File: config.mk
export PLATFORM = sky130hd
export DESIGN_NAME = mem_stage
export DESIGN_NICKNAME = d
export VERILOG_FILES = /design/src/rtl/mem_pkg.sv /design/src/rtl/load_extend.sv /design/src/rtl/mem_stage.sv
export SDC_FILE = /design/constraint.sdc
export NUM_CORES = 1
export LEC_CHECK = 0
export CAP_MARGIN = 20
export CORE_MARGIN = 4
export CORE_UTILIZATION = 51
export CTS_CLUSTER_DIAMETER = 30
export DETAILED_ROUTE_END_ITERATION = 12
export PLACE_DENSITY_LB_ADDON = 0.25
export SLEW_MARGIN = 20
export SYNTH_ARGS = -nofsm -noshare
export SYNTH_HDL_FRONTEND = slang
export SYNTH_SLANG_ARGS = --single-unit
File: constraint.sdc
create_clock -name clk -period 5.45 [get_ports clk]
set_input_delay 0.8175 -clock clk [delete_from_list [all_inputs] [get_ports clk]]
set_output_delay 0.8175 -clock clk [all_outputs]
set_load 0.05 [all_outputs]
File: src/rtl/mem_pkg.sv
// Shared encodings for the memory-access stage: funct3 access codes,
// FSM state encoding, bus width default and byte-strobe size masks.
package mem_pkg;

    localparam int DEFAULT_BUS_WIDTH = 64;

    localparam logic [2:0] F3_B   = 3'b000;
    localparam logic [2:0] F3_H   = 3'b001;
    localparam logic [2:0] F3_W   = 3'b010;
    localparam logic [2:0] F3_D   = 3'b011;
    localparam logic [2:0] F3_BU  = 3'b100;
    localparam logic [2:0] F3_HU  = 3'b101;
    localparam logic [2:0] F3_WU  = 3'b110;
    localparam logic [2:0] F3_RSV = 3'b111;

    localparam logic [7:0] STRB_B = 8'h01;
    localparam logic [7:0] STRB_H = 8'h03;
    localparam logic [7:0] STRB_W = 8'h0F;
    localparam logic [7:0] STRB_D = 8'hFF;

    typedef enum logic [1:0] {
        IDLE = 2'd0,
        REQ  = 2'd1,
        RESP = 2'd2
    } mem_state_e;

    // Access size lives in funct3[1:0]; bit 2 only selects zero-extension.
    function automatic logic [7:0] size_strb(input logic [2:0] f3);
        case (f3[1:0])
            2'b00:   return STRB_B;
            2'b01:   return STRB_H;
            2'b10:   return STRB_W;
            default: return STRB_D;
        endcase
    endfunction

    function automatic logic [2:0] align_mask(input logic [2:0] f3);
        case (f3[1:0])
            2'b00:   return 3'b000;
            2'b01:   return 3'b001;
            2'b10:   return 3'b011;
            default: return 3'b111;
        endcase
    endfunction

endpackage

File: src/rtl/load_extend.sv
// Load-data extraction: right-justifies the addressed lane of the read
// doubleword and sign- or zero-extends it according to funct3.
module load_extend
    import mem_pkg::*;
#(
    parameter int BUS_WIDTH = DEFAULT_BUS_WIDTH
) (
    input  logic [BUS_WIDTH-1:0] rdata,
    input  logic [2:0]           offset,
    input  logic [2:0]           funct3,
    output logic [BUS_WIDTH-1:0] data_out
);

    logic [BUS_WIDTH-1:0] shifted;

    always_comb begin
        shifted  = rdata >> {offset, 3'b000};
        data_out = '0;
        case (funct3)
            F3_B:    data_out = {{(BUS_WIDTH-8){shifted[7]}},   shifted[7:0]};
            F3_H:    data_out = {{(BUS_WIDTH-16){shifted[15]}}, shifted[15:0]};
            F3_W:    data_out = {{(BUS_WIDTH-32){shifted[31]}}, shifted[31:0]};
            F3_D:    data_out = shifted;
            F3_BU:   data_out = {{(BUS_WIDTH-8){1'b0}},  shifted[7:0]};
            F3_HU:   data_out = {{(BUS_WIDTH-16){1'b0}}, shifted[15:0]};
            F3_WU:   data_out = {{(BUS_WIDTH-32){1'b0}}, shifted[31:0]};
            default: data_out = '0;
        endcase
    end

endmodule

File: src/rtl/mem_stage.sv
// Memory-access stage with a single-outstanding req/ack data port.
// Optional MEM_STAGE_MISALIGN_TRAP_EN adds a misaligned flag instead of forced alignment.
//
//   state | meaning
//   IDLE  | accept an instruction; non-memory ops complete in one cycle
//   REQ   | dmem_req high, request fields held until dmem_ack
//   RESP  | valid_out pulse with extended load data or store address
module mem_stage
    import mem_pkg::*;
#(
    parameter int BUS_WIDTH    = DEFAULT_BUS_WIDTH,
    parameter int FUNCT3_WIDTH = 3
) (
    input  logic                    clk,
    input  logic                    rst,
    input  logic                    valid_in,
    input  logic                    mem_read,
    input  logic                    mem_write,
    input  logic [FUNCT3_WIDTH-1:0] funct3,
    input  logic [BUS_WIDTH-1:0]    alu_fpu_result,
    input  logic [BUS_WIDTH-1:0]    write_data,
    output logic                    stall,
    output logic                    dmem_req,
    output logic                    dmem_we,
    output logic [BUS_WIDTH-1:0]    dmem_addr,
    output logic [BUS_WIDTH-1:0]    dmem_wdata,
    output logic [BUS_WIDTH/8-1:0]  dmem_wstrb,
    input  logic                    dmem_ack,
    input  logic [BUS_WIDTH-1:0]    dmem_rdata,
`ifdef MEM_STAGE_MISALIGN_TRAP_EN
    output logic                    misaligned,
`endif
    output logic [BUS_WIDTH-1:0]    result_out,
    output logic                    valid_out
);

    mem_state_e                state_q, state_d;
    logic [BUS_WIDTH-1:0]      addr_q, addr_d;
    logic [FUNCT3_WIDTH-1:0]   f3_q, f3_d;
    logic                      we_q, we_d;
    logic [BUS_WIDTH-1:0]      daddr_q, daddr_d;
    logic [BUS_WIDTH-1:0]      wdata_q, wdata_d;
    logic [BUS_WIDTH/8-1:0]    wstrb_q, wstrb_d;
    logic [BUS_WIDTH-1:0]      result_q, result_d;
    logic                      valid_q, valid_d;
    logic                      misal_q, misal_d;

    logic                      mem_op;
    logic                      is_store;
    logic                      addr_misaligned;
    logic [2:0]                in_off;
    logic [2:0]                ld_off;
    logic [BUS_WIDTH-1:0]      load_data;

    assign mem_op          = mem_read | mem_write;
    assign is_store        = mem_write & ~mem_read;
    assign addr_misaligned = (alu_fpu_result[2:0] & align_mask(funct3)) != 3'b000;
    // Forced natural alignment: drop offset bits below the access size.
    assign in_off          = alu_fpu_result[2:0] & ~align_mask(funct3);
    assign ld_off          = addr_q[2:0] & ~align_mask(f3_q);

    load_extend #(.BUS_WIDTH(BUS_WIDTH)) u_load_extend (
        .rdata    (dmem_rdata),
        .offset   (ld_off),
        .funct3   (f3_q),
        .data_out (load_data)
    );

    always_comb begin
        state_d  = state_q;
        addr_d   = addr_q;
        f3_d     = f3_q;
        we_d     = we_q;
        daddr_d  = daddr_q;
        wdata_d  = wdata_q;
        wstrb_d  = wstrb_q;
        result_d = result_q;
        valid_d  = 1'b0;
        misal_d  = 1'b0;
        stall    = 1'b0;
        case (state_q)
            IDLE: begin
                if (valid_in) begin
                    if (!mem_op) begin
                        valid_d  = 1'b1;
                        result_d = alu_fpu_result;
                    end else if (funct3 == F3_RSV) begin
                        valid_d  = 1'b1;
                        result_d = '0;
`ifdef MEM_STAGE_MISALIGN_TRAP_EN
                    end else if (addr_misaligned) begin
                        valid_d  = 1'b1;
                        misal_d  = 1'b1;
                        result_d = alu_fpu_result;
`endif
                    end else begin
                        stall   = 1'b1;
                        state_d = REQ;
                        addr_d  = alu_fpu_result;
                        f3_d    = funct3;
                        we_d    = is_store;
                        daddr_d = {alu_fpu_result[BUS_WIDTH-1:3], 3'b000};
                        wstrb_d = is_store ? (size_strb(funct3) << in_off) : '0;
                        wdata_d = is_store ? (write_data << {in_off, 3'b000}) : '0;
                    end
                end
            end
            REQ: begin
                stall = 1'b1;
                if (dmem_ack) begin
                    state_d  = RESP;
                    valid_d  = 1'b1;
                    result_d = we_q ? addr_q : load_data;
                end
            end
            RESP: begin
                state_d = IDLE;
            end
            default: begin
                state_d = IDLE;
            end
        endcase
    end

    always_ff @(posedge clk) begin
        if (rst) begin
            state_q  <= IDLE;
            addr_q   <= '0;
            f3_q     <= '0;
            we_q     <= 1'b0;
            daddr_q  <= '0;
            wdata_q  <= '0;
            wstrb_q  <= '0;
            result_q <= '0;
            valid_q  <= 1'b0;
            misal_q  <= 1'b0;
        end else begin
            state_q  <= state_d;
            addr_q   <= addr_d;
            f3_q     <= f3_d;
            we_q     <= we_d;
            daddr_q  <= daddr_d;
            wdata_q  <= wdata_d;
            wstrb_q  <= wstrb_d;
            result_q <= result_d;
            valid_q  <= valid_d;
            misal_q  <= misal_d;
        end
    end

    assign dmem_req   = (state_q == REQ);
    assign dmem_we    = we_q;
    assign dmem_addr  = daddr_q;
    assign dmem_wdata = wdata_q;
    assign dmem_wstrb = wstrb_q;
    assign result_out = result_q;
    assign valid_out  = valid_q;

`ifdef MEM_STAGE_MISALIGN_TRAP_EN
    assign misaligned = misal_q;
`else
    logic unused_misal;
    assign unused_misal = misal_q ^ addr_misaligned;
`endif

endmodule

-- Word level (Yosys, flattened, before mapping)
Index checks and enable logic that the tools add are counted.
- bitwise gates (word level): 8
- add/subtract/negate cells: 0
- equal/unequal tests: 17
- shift operators: 3
- magnitude comparators: 0
- multipliers: 0
- mux-type cells: 30
- reductions and logical operators: 8
- divide/modulo/power cells: 0
- operator list (kind ; count):
    $pmux 64 s7 ; 1
    $mux 64 ; 6
    $pmux 64 s2 ; 1
    $shl 64x6->64 ; 1
    $shr 64x6->64 ; 1
    $mux 8 ; 5
    $pmux 8 s3 ; 1
    $pmux 3 s3 ; 2
    $eq 3x3->1 const B ; 4
    $reduce_and 4->1 ; 3
    $mux 2 ; 4
    $shl 8x3->8 ; 1
    $mux 1 ; 7
    $and 3x3->3 ; 2
    $eq 2x1->1 const B ; 3
    $eq 3x2->1 const B ; 2
    $logic_not 2->1 ; 3
    $ne 2x2->1 const B ; 3
    $not 3->3 ; 2
    $eq 2x2->1 const B ; 2
    $pmux 1 s2 ; 2
    $pmux 2 s2 ; 1
    $eq 3x1->1 const B ; 1
    $logic_not 3->1 ; 1
    other kinds (6) ; 7
- bits in latches: 0
- logic and storage cells: 75
- memories: 0
- bits in read-only memories: 0
- RAM bits: 0
- output and inout bits: 204
- register bits after elaboration: 268
- bits of input ports: 201

-- Logic depth before layout (Yosys ltp)
Gate-level depths: netlist (run 1).
- word-level depth: 9
- mapped depth: 10

-- Modules after synthesis
From an unflattened synthesis (run 1), not the netlist that was laid out.
- cells, all modules: 1603
- area, all modules: 13200.2 µm²
- by module, submodules not included (module ; area an instance (µm²) ; cells each ; instances ; seq. area each (µm²)):
    mem_stage ; 10666.5 ; 1314 ; 1 ; 4144.0
    load_extend ; 2533.7 ; 289 ; 1 ; 0.0

-- Least setup slack after synthesis (run 1)
OpenSTA, ideal clock, no wires.
- path kind: input port to output port
- start point: in funct3[1]
- end point: out stall
- stages: 9
- path slack: 2157 ps
- data required time: 4633 ps
- data arrival time: 2476 ps
- buffers on the path: 4
- cell sequence: buf_2 > nand3_1 > and2_1 > nand2_1 > or2_2 > buf_2 > clkbuf_1 > clkbuf_1 > nand2_1
- cells in the longest elaborated chain, start to end: 5
- RTL lines (element ; RTL line ; text):
    start: declaration ; mem_stage.sv:19 ; input logic [FUNCT3_WIDTH-1:0] funct3,
    $eq 3x3->1 ; mem_stage.sv:87 ; end else if (funct3 == F3_RSV) begin
    $mux 1 ; mem_stage.sv:87 ;
    $mux 1 ; mem_stage.sv:84 ; if (!mem_op) begin
    $mux 1 ; mem_stage.sv:83 ; if (valid_in) begin
    $pmux 1 s2 ; mem_stage.sv:81 ; case (state_q)
    end: declaration ; mem_stage.sv:22 ; output logic stall,
No other way between the ends.

-- Final worst setup path (run 1)
Ends and elaborated chain as after synthesis.

==> results of run 1 <==
flip-flops by register name (all words and copies together), names as in the netlist:
signal / cells
addr_q: 63
dmem_addr: 1
dmem_wdata: 64
dmem_we: 1
dmem_wstrb: 8
f3_q: 3
result_out: 64
state_q: 2
valid_out: 1
metrics by stage:
stage | util | hold slack (ns) | total power, mW
after global routing | 0.739 | 0.480 | 6.30
after global placement | 0.665 | 0.436 | 2.95
after detailed placement | 0.665 | 0.446 | 2.96
after floorplan | - | 0.450 | 2.50
after CTS | 0.738 | 0.452 | 6.12
final | 0.739 | 0.450 | 6.13
layer usage:
metal  vias to the layer above  part of all wire
met2                      1023              0.46
met5                         -           0.00013
met4                         2             0.063
li1                       6416                 -
met1                      6766              0.36
met3                       203              0.12
cell usage after synthesis, types with 3 or more instances:
library cell  instances
buf_1                 7
o221ai_1              3
dfxtp_1             207
o22ai_1               3
clkbuf_1            110
and2_1                5
a31oi_1              22
mux2_2                7
o21a_1                5
nand2_1             285
nor3b_1               3
nor2_1              150
nand3_1              26
a211oi_1             39
mux4_2               15
a311o_1               3
inv_1                 5
a21o_1               10
mux2i_1              78
o2bb2ai_1             8
and3_1               10
a32oi_1              17
o31ai_1              20
a22oi_1              49
a2bb2oi_1            17
or3_1                 3
nor2b_1              20
nand2b_1              7
buf_2                28
a222oi_1              3
o21ai_1               3
nor3_1                7
o31ai_2               7
a311oi_2              4
a221o_1               5
a311oi_1              4
o21ai_0              40
a221oi_1             29
o32ai_1               5
buf_4                70
a21oi_1             264
power by group:
part | total [mW] | leakage (nW) | internal, mW | switching (mW)
logic | 1.31 | 3.89 | 0.481 | 0.828
clock network | 3.16 | 0.847 | 2.17 | 0.986
registers | 1.66 | 1.68 | 1.59 | 0.0737
worst max-delay path, delay by kind of cell:
family | cells | cell delay, ns
and+or+nand+nor | 5 | 0.99
buffers and inverters | 2 | 1.47
layout make-up:
cell class | instances | area, µm² | area share
diodes | 6 | 15.0 | 0.000838
clock buffers | 56 | 1280 | 0.0715
clock inverters | 31 | 504 | 0.0281
inverters | 6 | 22.5 | 0.00126
multi-input cells | 1209 | 7300 | 0.407
flip-flops and latches | 207 | 4150 | 0.231
well taps | 324 | 405 | 0.0226
repair buffers | 431 | 4240 | 0.237
worst min-delay path by stage:
| stage | slack (ns) | end | cells past startpoint |
|---|---|---|---|
| 5_1_grt | 0.48 | dmem_wdata[54] | 2 |
| 3_5_place_dp | 0.45 | result_out[1] | 2 |
| 4_1_cts | 0.45 | dmem_wdata[54] | 2 |
| 2_1_floorplan | 0.45 | addr_q[3] | 2 |
| 3_3_place_gp | 0.44 | result_out[3] | 2 |
| 6_report | 0.45 | dmem_wdata[54] | 2 |
cell families (layout without fill, tap and decap cells):
| family | count (synthesis) | count (layout) | synth area share |
|---|---|---|---|
| compound gates | 576 | 576 | 0.302 |
| buf+inv | 223 | 524 | 0.0917 |
| flops | 207 | 207 | 0.331 |
| mux | 100 | 100 | 0.0955 |
| other cells | 1 | 9 | 0.000299 |
| simple gates | 530 | 530 | 0.180 |
==> metrics.txt, run 1 <==
worst path required time=4.63 ns; Synth area leaders=dfxtp_1, a21oi_1, nand2_1; Root Buffer=clkbuf_16; PortBufs=401; final-report hold violation count=0; core area=24,200 µm²; Synth Cell Area=12,500 µm²; CTS tree=yes; DP HPWL=36.8 mm; Avg WL per Cell=about 23 µm; via count=14,400; # Max-Cap Violations=0; Reg2Reg Depth=7; Post-synth EDFFs=0; Pwr Density=~340 nW/µm²; Yosys top cell area share=0.331; clk_lat worst skew=0.55 ns; Starting DRT DRC Count=2,073; GRT met2 Usage=0.584; crit path max fanout=10; chip width=165 µm; Antenna Nets Post-Route=0; Final Max Slew Viols=0; critical path startpoint category=input pin; setup tns final=0 ns; RSZ-0062 raised after global routing=false; setup slack, reg-to-reg=2.01 ns; Die Span Y=approximately 160 µm; row cnt=57; GR peak layer=met2; crit-path cells=clkdlybuf4s50_1 > nand3_1 > and2_1 > nand2_1 > or2_4 > nand2_1 > clkdlybuf4s50_1; worst slew pin tran=approximately 1.2 ns; commonest non-fill, non-tap cells in the layout=clkdlybuf4s50_1, nand2_1, a21oi_1; placed cell area=16,100 µm²; Leakage=6.42 nW; Initial Util=0.517; worst r2r src=f3_q[0]; post-synth top area cell=dfxtp_1; sequential-to-total area share from yosys stat=0.331; Synth Area per Inst=7.66 µm²; worst-case clock skew=0.0224 ns; fin crit share=0.753; fmax=244 MHz; hold buffers post-CTS=0; clock sinks=207; highest ir drop seen on vdd=224 µV; WL final=52.9 mm; vias in the first global route=13,700; Ys Warns=0; remaining global-route overflow=0; Critical path origin=funct3[1]; setup ws final=1.35 ns; GRT Total Usage=0.369; Layout Cells excl Fill=2,270; TritonCTS Buffers=48; Residual DRC=0; vias per inst=6.35; kind of critical path=in2out; crit path capture type=output port; run status=finished, final reports clean; leading cell type in the layout, fill and taps excluded=clkdlybuf4s50_1; Cells after Synth=1,637; full die area=27,200 µm²; Setup Buffers After CTS=0; asr flop ratio synth=0; Netlist cell types=70; Yosys reg bits=207; clock slew at reported path FFs=0.04 ns; clock tree buffer depth=3; antenna violations before repair=7; CTS H-tree lvls=2; Setup violations, final=0; Post-Layout Inst Area=17,900 µm²; largest net degree at the start of global routing=112; crit-path max cell delay=0.87 ns; CP max stage cell=clkdlybuf4s50_1; met3 global-route usage=0.0998; GP Congestion=0.948; Worst R2R End=result_out[29]; ys flop type=dfxtp_1; Setup WS pre-CTS=approximately 1.2 ns; first-pass GRT wire length=78.8 mm; Resize count post-CTS=0; area growth from synthesis to layout=42.9%; Slew HR=0.193; 1st-pass router iterations=6; Placed Cells=2,177; share of layout cells above drive strength 1=0.0918; fillers=1,859; fin crit period=4.10 ns; worst setup path endpoint=stall; Hold Crit Start=dmem_wdata[54]; arrival time worst endpoint=3.29 ns; Hold Crit Class=reg2reg; Ports=about 410; met1 usage=0.452; Nets=2,104
No activity file was read; power rests on OpenSTA's default activity.
==> inputs of run 2 (changes only) <==
--- a/config.mk
+++ b/config.mk
@@ -7,7 +7,7 @@
 export LEC_CHECK = 0
 export CAP_MARGIN = 20
 export CORE_MARGIN = 4
-export CORE_UTILIZATION = 51
+export CORE_UTILIZATION = 43
 export CTS_CLUSTER_DIAMETER = 30
 export DETAILED_ROUTE_END_ITERATION = 12
 export PLACE_DENSITY_LB_ADDON = 0.25
==> constraint.sdc (replaced) <==
create_clock -name clk -period 3.4 [get_ports clk]
set_input_delay 0.51 -clock clk [delete_from_list [all_inputs] [get_ports clk]]
set_output_delay 0.51 -clock clk [all_outputs]
set_load 0.05 [all_outputs]
==> run 2 against run 1 <==
Clock skew shrank 0.00079 ns. Utilization shrank 10 points. Sequential power grew 60%. Via count shrank 0.77%. Clock power grew 69%. Highest routed layer unchanged. Global-route usage shrank 4.8 points. Critical endpoint is now result_out[27]. Combinational power grew 63%. Clock-buffer cell count grew 12. Critical path depth shrank 1.
==> metrics.txt, run 2 (synthesis results as in run 1) <==
final-report hold violation count=0; PortBufs=401; CTS tree=yes; crit path capture type=flop; clock tree buffer depth=3; Pwr Density=553 nW/µm²; clock slew at reported path FFs=0.05 ns; first-pass GRT wire length=80.5 mm; Hold Crit Class=in2reg; Die Span Y=179 µm; clk_lat worst skew=approximately 0.56 ns; Starting DRT DRC Count=approximately 1,500; antenna violations before repair=5; fmax=347 MHz; Initial Util=0.437; hold buffers post-CTS=0; remaining global-route overflow=0; CTS H-tree lvls=2; chip width=179 µm; Nets=2,135; critical path startpoint category=flop; vias in the first global route=13,700; GRT Total Usage=0.321; crit path max fanout=15; Slew HR=0.341; row cnt=62; TritonCTS Buffers=54; Setup Buffers After CTS=0; Final Max Slew Viols=0; leading cell type in the layout, fill and taps excluded=clkdlybuf4s50_1; Ports=405; Resize count post-CTS=0; setup tns final=0 ns; Avg WL per Cell=23.0 µm; Setup violations, final=0; core area=28,700 µm²; Antenna Nets Post-Route=0; clock sinks=a little over 200; 1st-pass router iterations=8; arrival time worst endpoint=3.26 ns; worst-case clock skew=0.0216 ns; largest net degree at the start of global routing=105; RSZ-0062 raised after global routing=false; full die area=approximately 32,000 µm²; run status=finished, final reports clean; fin crit period=2.88 ns; share of layout cells above drive strength 1=0.111; Root Buffer=clkbuf_16; kind of critical path=reg2reg; vias per inst=just over 6; worst path required time=3.78 ns; highest ir drop seen on vdd=a little under 400 µV; via count=roughly 14,000; commonest non-fill, non-tap cells in the layout=clkdlybuf4s50_1, nand2_1, a21oi_1; worst slew pin tran=0.988 ns; GP Congestion=0.993; WL final=54.4 mm; Residual DRC=0; Power Total=between 10 and 15 mW; # Max-Cap Violations=0; DP HPWL=about 39 mm; Leakage=~6.7 nW; area growth from synthesis to layout=46.3%; fin crit share=0.848
==> run 2: report_power, final <==
part	switching [mW]	total [mW]	internal (mW)
combinational	1.35	2.14	0.793
sequential	0.101	2.65	2.55
clock	1.61	5.35	3.74
total	3.06	10.1	7.08
==> run 2: final timing paths <==
kind	startpoint	end	slack, ns	cells past startpoint
worst max-delay path	f3_q[1]	result_out[27]	0.52	6
worst min-delay path	rst	dmem_wdata[24]	0.39	2
worst max register to register	f3_q[1]	result_out[27]	0.52	6
worst min register to register	dmem_wdata[50]	dmem_wdata[50]	0.46	2
==> run 2: worst max-delay path, cell delays in order, from the launching register on <==
cell and delay [ns]:
dfxtp_1 0.67, nand2_1 0.30, and2_1 0.40, o2bb2ai_2 0.30, o41ai_4 0.14, a21oi_2 0.73
a31oi_1 0.16
==> run 2: stage by stage <==
stage | instances | hold slack, ns | instance area [µm²] | worst slack (ns) | util
CTS | 2364 | 0.394 | 18300 | 0.563 | 0.639
detailed placement | 2262 | 0.447 | 16400 | 0.366 | 0.572
floorplan | 1639 | 0.450 | 12500 | 0.722 | -
global placement | 2262 | 0.437 | 16400 | 0.444 | 0.572
finish | 2367 | 0.395 | 18300 | 0.515 | 0.639
global route | 2367 | 0.409 | 18300 | 0.281 | 0.639
==> run 2: final cells by class <==
class,instances,area (µm²)
timing repair buffer,456,4460
multi-input combinational,1209,7300
antenna,3,7.51
fill,2450,10400
clock buffer,68,1520
tap,384,480
inverter,6,22.5
clock inverter,34,414
sequential,207,4150
==> run 2: per-layer routing <==
metal / track usage / routed length, µm / vias up / share of wire
li1: - / - / 6475 / -
met1: 0.388 / 20500 / 6806 / 0.38
met2: 0.527 / 25400 / 861 / 0.47
met3: 0.0905 / 5730 / 153 / 0.11
met4: 0.150 / 2760 / 4 / 0.051
met5: 0 / 21 / - / 0.00039
